### src/rtl/ram_bist_pkg.sv
// Shared types and constants for the March C-style RAM BIST controller.
// RAM_BIST_DUAL_PORT_EN selects the two-pass (role-swapped) variant.
package ram_bist_pkg;

    typedef enum logic [3:0] {
        IDLE,
        M0_WR,
        M1_RD,
        M1_WR,
        M2_RD,
        M2_WR,
        M3_RD,
        M3_CHK,
        FIN
    } bist_state_t;

    // Wide backgrounds; users slice down to their data width.
    localparam logic [63:0] BG0 = '0;
    localparam logic [63:0] BG1 = '1;

    function automatic int unsigned pass_cycles(input int unsigned addr_w);
        return 7 * (1 << addr_w);
    endfunction

    localparam int unsigned PASS_CYCLES = pass_cycles(3);

`ifdef RAM_BIST_DUAL_PORT_EN
    localparam int unsigned NUM_PASSES = 2;
`else
    localparam int unsigned NUM_PASSES = 1;
`endif

endpackage

### src/rtl/ram_bist_cmp.sv
// Registered comparator that captures address and data of the first miscompare.
// Later miscompares leave the captured values untouched.
module ram_bist_cmp
    import ram_bist_pkg::*;
#(
    parameter int ADDR_W = 3,
    parameter int DATA_W = 8
) (
    input  logic              clk,
    input  logic              rst,
    input  logic              clear,
    input  logic              en,
    input  logic [DATA_W-1:0] expected,
    input  logic [DATA_W-1:0] actual,
    input  logic [ADDR_W-1:0] addr,
    output logic              fail_seen,
    output logic [ADDR_W-1:0] fail_addr,
    output logic [DATA_W-1:0] fail_data
);

    always_ff @(posedge clk) begin
        if (rst || clear) begin
            fail_seen <= 1'b0;
            fail_addr <= '0;
            fail_data <= '0;
        end else if (en && (actual != expected) && !fail_seen) begin
            fail_seen <= 1'b1;
            fail_addr <= addr;
            fail_data <= actual;
        end
    end

endmodule

### src/rtl/ram_bist_ctrl.sv
// March C-style BIST controller for the dual-port RAM: FSM, address counter, port muxing.
// Define RAM_BIST_DUAL_PORT_EN for a second pass with write/read ports swapped.
module ram_bist_ctrl
    import ram_bist_pkg::*;
#(
    parameter int ADDR_W = 3,
    parameter int DATA_W = 8
) (
    input  logic              clk,
    input  logic              rst,
    input  logic              start,
    output logic              busy,
    output logic              done,
    output logic              pass,
    output logic [ADDR_W-1:0] fail_addr,
    output logic [DATA_W-1:0] fail_data,
    output logic [ADDR_W-1:0] addr_a,
    output logic [DATA_W-1:0] data_in_a,
    output logic              we_a,
    output logic [ADDR_W-1:0] addr_b,
    output logic [DATA_W-1:0] data_in_b,
    output logic              we_b,
    input  logic [DATA_W-1:0] data_out_a,
    input  logic [DATA_W-1:0] data_out_b
);

    localparam logic [ADDR_W-1:0] PTR_MAX = '1;
    localparam logic [DATA_W-1:0] BG0_W   = BG0[DATA_W-1:0];
    localparam logic [DATA_W-1:0] BG1_W   = BG1[DATA_W-1:0];

    bist_state_t       state, state_nxt;
    logic [ADDR_W-1:0] ptr, ptr_nxt;
    logic              swap, swap_nxt;
    logic              pass_q;
    logic              wr_en;
    logic [DATA_W-1:0] wr_data;
    logic              cmp_en;
    logic [DATA_W-1:0] cmp_exp;
    logic [DATA_W-1:0] rd_data;
    logic              cmp_clear;
    logic              fail_seen;

    always_ff @(posedge clk) begin
        if (rst) begin
            state <= IDLE;
            ptr   <= '0;
            swap  <= 1'b0;
        end else begin
            state <= state_nxt;
            ptr   <= ptr_nxt;
            swap  <= swap_nxt;
        end
    end

    always_comb begin
        state_nxt = state;
        ptr_nxt   = ptr;
        swap_nxt  = swap;
        wr_en     = 1'b0;
        wr_data   = '0;
        cmp_en    = 1'b0;
        cmp_exp   = '0;
        case (state)
            IDLE: begin
                if (start) begin
                    state_nxt = M0_WR;
                    ptr_nxt   = '0;
                    swap_nxt  = 1'b0;
                end
            end
            M0_WR: begin
                wr_en   = 1'b1;
                wr_data = BG0_W;
                if (ptr == PTR_MAX) begin
                    state_nxt = M1_RD;
                    ptr_nxt   = '0;
                end else begin
                    ptr_nxt = ptr + 1'b1;
                end
            end
            M1_RD: state_nxt = M1_WR;
            M1_WR: begin
                cmp_en  = 1'b1;
                cmp_exp = BG0_W;
                wr_en   = 1'b1;
                wr_data = BG1_W;
                if (ptr == PTR_MAX) begin
                    state_nxt = M2_RD;
                end else begin
                    state_nxt = M1_RD;
                    ptr_nxt   = ptr + 1'b1;
                end
            end
            M2_RD: state_nxt = M2_WR;
            M2_WR: begin
                cmp_en  = 1'b1;
                cmp_exp = BG1_W;
                wr_en   = 1'b1;
                wr_data = BG0_W;
                if (ptr == '0) begin
                    state_nxt = M3_RD;
                end else begin
                    state_nxt = M2_RD;
                    ptr_nxt   = ptr - 1'b1;
                end
            end
            M3_RD: state_nxt = M3_CHK;
            M3_CHK: begin
                cmp_en  = 1'b1;
                cmp_exp = BG0_W;
                if (ptr == PTR_MAX) begin
`ifdef RAM_BIST_DUAL_PORT_EN
                    if (!swap) begin
                        state_nxt = M0_WR;
                        ptr_nxt   = '0;
                        swap_nxt  = 1'b1;
                    end else begin
                        state_nxt = FIN;
                    end
`else
                    state_nxt = FIN;
`endif
                end else begin
                    state_nxt = M3_RD;
                    ptr_nxt   = ptr + 1'b1;
                end
            end
            FIN:     state_nxt = IDLE;
            default: state_nxt = IDLE;
        endcase
    end

    assign busy      = (state != IDLE) && (state != FIN);
    assign done      = (state == FIN);
    assign cmp_clear = (state == IDLE) && start;

    // swap selects which port writes and which reads back; it stays 0 in single-pass builds.
    assign rd_data   = swap ? data_out_a : data_out_b;
    assign addr_a    = busy ? ptr : '0;
    assign addr_b    = busy ? ptr : '0;
    assign we_a      = wr_en && !swap;
    assign data_in_a = swap ? '0 : wr_data;
`ifdef RAM_BIST_DUAL_PORT_EN
    assign we_b      = wr_en && swap;
    assign data_in_b = swap ? wr_data : '0;
`else
    assign we_b      = 1'b0;
    assign data_in_b = '0;
`endif

    always_ff @(posedge clk) begin
        if (rst || cmp_clear) begin
            pass_q <= 1'b0;
        end else if (state == FIN) begin
            pass_q <= !fail_seen;
        end
    end

    // Final compare registers on the edge into FIN, so the verdict is visible during the done pulse.
    assign pass = (state == FIN) ? !fail_seen : pass_q;

    ram_bist_cmp #(
        .ADDR_W(ADDR_W),
        .DATA_W(DATA_W)
    ) u_cmp (
        .clk      (clk),
        .rst      (rst),
        .clear    (cmp_clear),
        .en       (cmp_en),
        .expected (cmp_exp),
        .actual   (rd_data),
        .addr     (ptr),
        .fail_seen(fail_seen),
        .fail_addr(fail_addr),
        .fail_data(fail_data)
    );

endmodule

### config.mk
export PLATFORM = sky130hd
export DESIGN_NAME = ram_bist_ctrl
export DESIGN_NICKNAME = d
export VERILOG_FILES = /design/src/rtl/ram_bist_pkg.sv /design/src/rtl/ram_bist_cmp.sv /design/src/rtl/ram_bist_ctrl.sv
export SDC_FILE = /design/constraint.sdc
export NUM_CORES = 1
export LEC_CHECK = 0
export ABC_AREA = 0
export CAP_MARGIN = 5
export CORE_MARGIN = 1.5
export CORE_UTILIZATION = 41
export CTS_CLUSTER_DIAMETER = 40
export CTS_CLUSTER_SIZE = 24
export DETAILED_ROUTE_END_ITERATION = 8
export HOLD_SLACK_MARGIN = 0.12
export PLACE_DENSITY = 0.79
export SKIP_CTS_REPAIR_TIMING = 1
export SYNTH_ARGS = -nofsm -noshare
export SYNTH_HDL_FRONTEND = slang
export SYNTH_SLANG_ARGS = --single-unit
### constraint.sdc
create_clock -name clk -period 2.35 [get_ports clk]
set_clock_uncertainty 0.1 [all_clocks]
set_input_delay 0.47 -clock clk [delete_from_list [all_inputs] [get_ports clk]]
set_output_delay 0.47 -clock clk [all_outputs]
set_load 0.02 [all_outputs]
==> qor.txt <==
final core occ: 59.1%
max_cap viols: 0
total track usage: 17.0%
fin. max-slew vios: 0
vias in the first global route: 1043
clock slew at reported path FFs: 0.11 ns
Max stage delay cell, worst path: clkdlybuf4s50_1
WP buf/inv: 2
VDD IR-drop max: 0.278 mV
WHS: 0.368 ns
Critical Path RT: 1.78 ns
crit-path max FO: 3
min-delay worst type: reg2reg
DRT antenna net count: 0
setup TNS: 0 ns
clock latency on the worst-skew pair: 0.31 ns
Ports: 57
cells after synthesis: 151
share of cells above drive strength 1: 9.29%
post-synth top area share: 32.1%
status: complete, but fails checks
TritonCTS Buffers: 3
register area share after synthesis: 32.1%
via density per instance: 5.13
H-tree depth: 1
drt pass-1 iters: 6
final hold vios: 0
Post-synth EDFFs: 0
NetSw: 216 µW
Synth cell types: 41
root buffer cell: clkbuf_4
Pwr Total: 733 µW
internal power: 517 µW
fin crit period: 2.20 ns
HPWL after DPL: 2.06 mm
I/O Buffers: 39
clock share of power: 28.0%
final setup vio count: 0
power per cell area: 438 mW/mm²
Placed Cells: 210
Die Span Y: 58.2 µm
die span in x: 58.2 µm
Non-Filler Instances: 214
first-pass GRT wire length: 4.51 mm
initial antenna violation count: 0
RSZ-0062 raised after global routing: no
Logic pwr share: 23.1%
DRC errors left: 2
pin count of the biggest net entering global routing: 25
Net Sw Frac: 29.5%
CTS sink count: 20
ys flop type: dfxtp_1
period utilization: 93.5%
Setup CP Type: reg2out
Reg2Reg Setup Slack: 0.35 ns
mapped cell area: 0.00125 mm²
Flop pwr share: 48.9%
Core Box Area: 0.00283 mm²
wire per inst: 12.5 µm
clk buf depth: 2
FF+latch count, synth: 20
Routed WL: 2.68 mm
Max Fclk: 455 MHz
max incr delay on CP: 0.59 ns
DRT iter0 DRCs: 44
largest area contributor in the netlist: dfxtp_1
Critical Path Sink Type: output pin
vias post-DR: 1097
Routability Congestion: 0.817
FP Rows: 19
failing checks: design-rule violations
nets@finish: 207
Async SR Flop Fraction: 0%
crit path launch type: flop
area grow syn2layout: 34.0%
Worst EP arrival: 1.63 ns
total grt overflow: 0
cells along the critical path: nor3_2 -> nand2_1 -> inv_1 -> clkdlybuf4s50_1
Ys Warns: 0
Antenna Cells: 0
Leak: 0.000903 µW
starting density of the core: 44.1%
syn_area_per_cell: 8.26 µm²
CTS tree: built
Worst path top cell family by delay: buffers and inverters
Area contributors post-synth: dfxtp_1 32%, buf_4 11%, nand2_1 9.0%, mux2i_1 8.8%, ha_1 4.0%
total die area: 0.00338 mm²
[layout by cell type, fill, tap and decap left out, types with 3 or more instances in the layout]
cell type        instances
clkbuf_4                 3
a21oi_1                  4
nor2_1                   9
ha_1                     4
clkdlybuf4s50_1         23
buf_4                    6
conb_1                   9
nor3_1                   5
mux2i_1                 11
inv_1                    7
dfxtp_1                 19
dlymetal6s2s_1          16
nand2_1                 30
[power groups by stage]
stage / registers [µW] / clock network [µW] / logic [µW]
3_3_place_gp: 365 / 0 / 165
6_report: 358 / 205 / 169
2_1_floorplan: 361 / 0 / 124
3_5_place_dp: 366 / 0 / 170
4_1_cts: 358 / 212 / 171
5_1_grt: 361 / 226 / 183
[per-stage QoR]
| stage | worst slack (ns) | instance area (µm²) |
|---|---|---|
| detailed placement | 0.0594 | 1590 |
| finish | 0.154 | 1670 |
| global placement | 0.136 | 1590 |
| CTS | -0.249 | 1630 |
| floorplan | 0.443 | 1280 |
| global route | 0.0347 | 1670 |
[flip-flops by register name, indices dropped and copies added, names as in the netlist]
| signal | flops |
|---|---|
| u_cmp.fail_seen | 1 |
| pass_q | 1 |
| state | 4 |
| u_cmp.fail_data | 8 |
| ptr | 3 |
| u_cmp.fail_addr | 3 |
[synthesized netlist by cell type (2+ instances only)]
library cell and number:
dfxtp_1 20, buf_6 2, nand2b_1 2, nand3_1 2, nor4_1 2, nand4_1 2
nor3_1 5, clkbuf_1 2, nand2_1 30, buf_4 19, mux2i_1 11, nor2b_1 2
buf_2 2, nor2_1 10, a21oi_1 4, ha_1 4, mux2_1 2, inv_1 7
[cells by family (layout without fill, tap and decap cells)]
family | count (synthesis) | in the layout | share of synthesized area, %
DFF | 20 | 20 | 32.1
AOI/OAI and AO/OA | 19 | 19 | 12.4
muxes | 13 | 13 | 10.6
other | 1 | 9 | 0.301
adders and majority gates | 4 | 4 | 4.01
xor gates and xnor gates | 2 | 2 | 1.40
buffers and inverters | 33 | 57 | 17.1
and+or+nand+nor | 59 | 59 | 22.1
[final timing paths]
kind                      startpoint                  to  depth (start not counted)
setup reg to reg            state[1]  u_cmp.fail_addr[0]                          6
hold / removal    u_cmp.fail_data[3]  u_cmp.fail_data[3]                          2
hold reg to reg   u_cmp.fail_data[3]  u_cmp.fail_data[3]                          2
setup / recovery            state[1]                done                          4
[area by class of cell]
cell class / count / area [µm²]
multi-input combinational: 106 / 673
timing repair buffer: 46 / 495
inverter: 7 / 26.3
fill: 247 / 1160
tap: 31 / 38.8
clock buffer: 4 / 36.3
sequential: 20 / 402
[worst register-to-register path, delay by kind of cell (launching register included)]
family / cells / cell delay (ns)
AOI/OAI and AO/OA: 2 / 0.61
DFF: 1 / 0.39
buffers and inverters: 2 / 0.39
and+or+nand+nor: 1 / 0.25
muxes: 1 / 0.20
[per-layer routing]
| metal | up-vias | wire (µm) | global-route usage, % |
|---|---|---|---|
| li1 | 546 | - | - |
| met1 | 507 | 1100 | 20.0 |
| met5 | - | 0 | 0 |
| met2 | 39 | 1370 | 30.0 |
| met4 | 0 | 33 | 5.65 |
| met3 | 5 | 169 | 4.02 |
(Power assumes the default switching activity.)
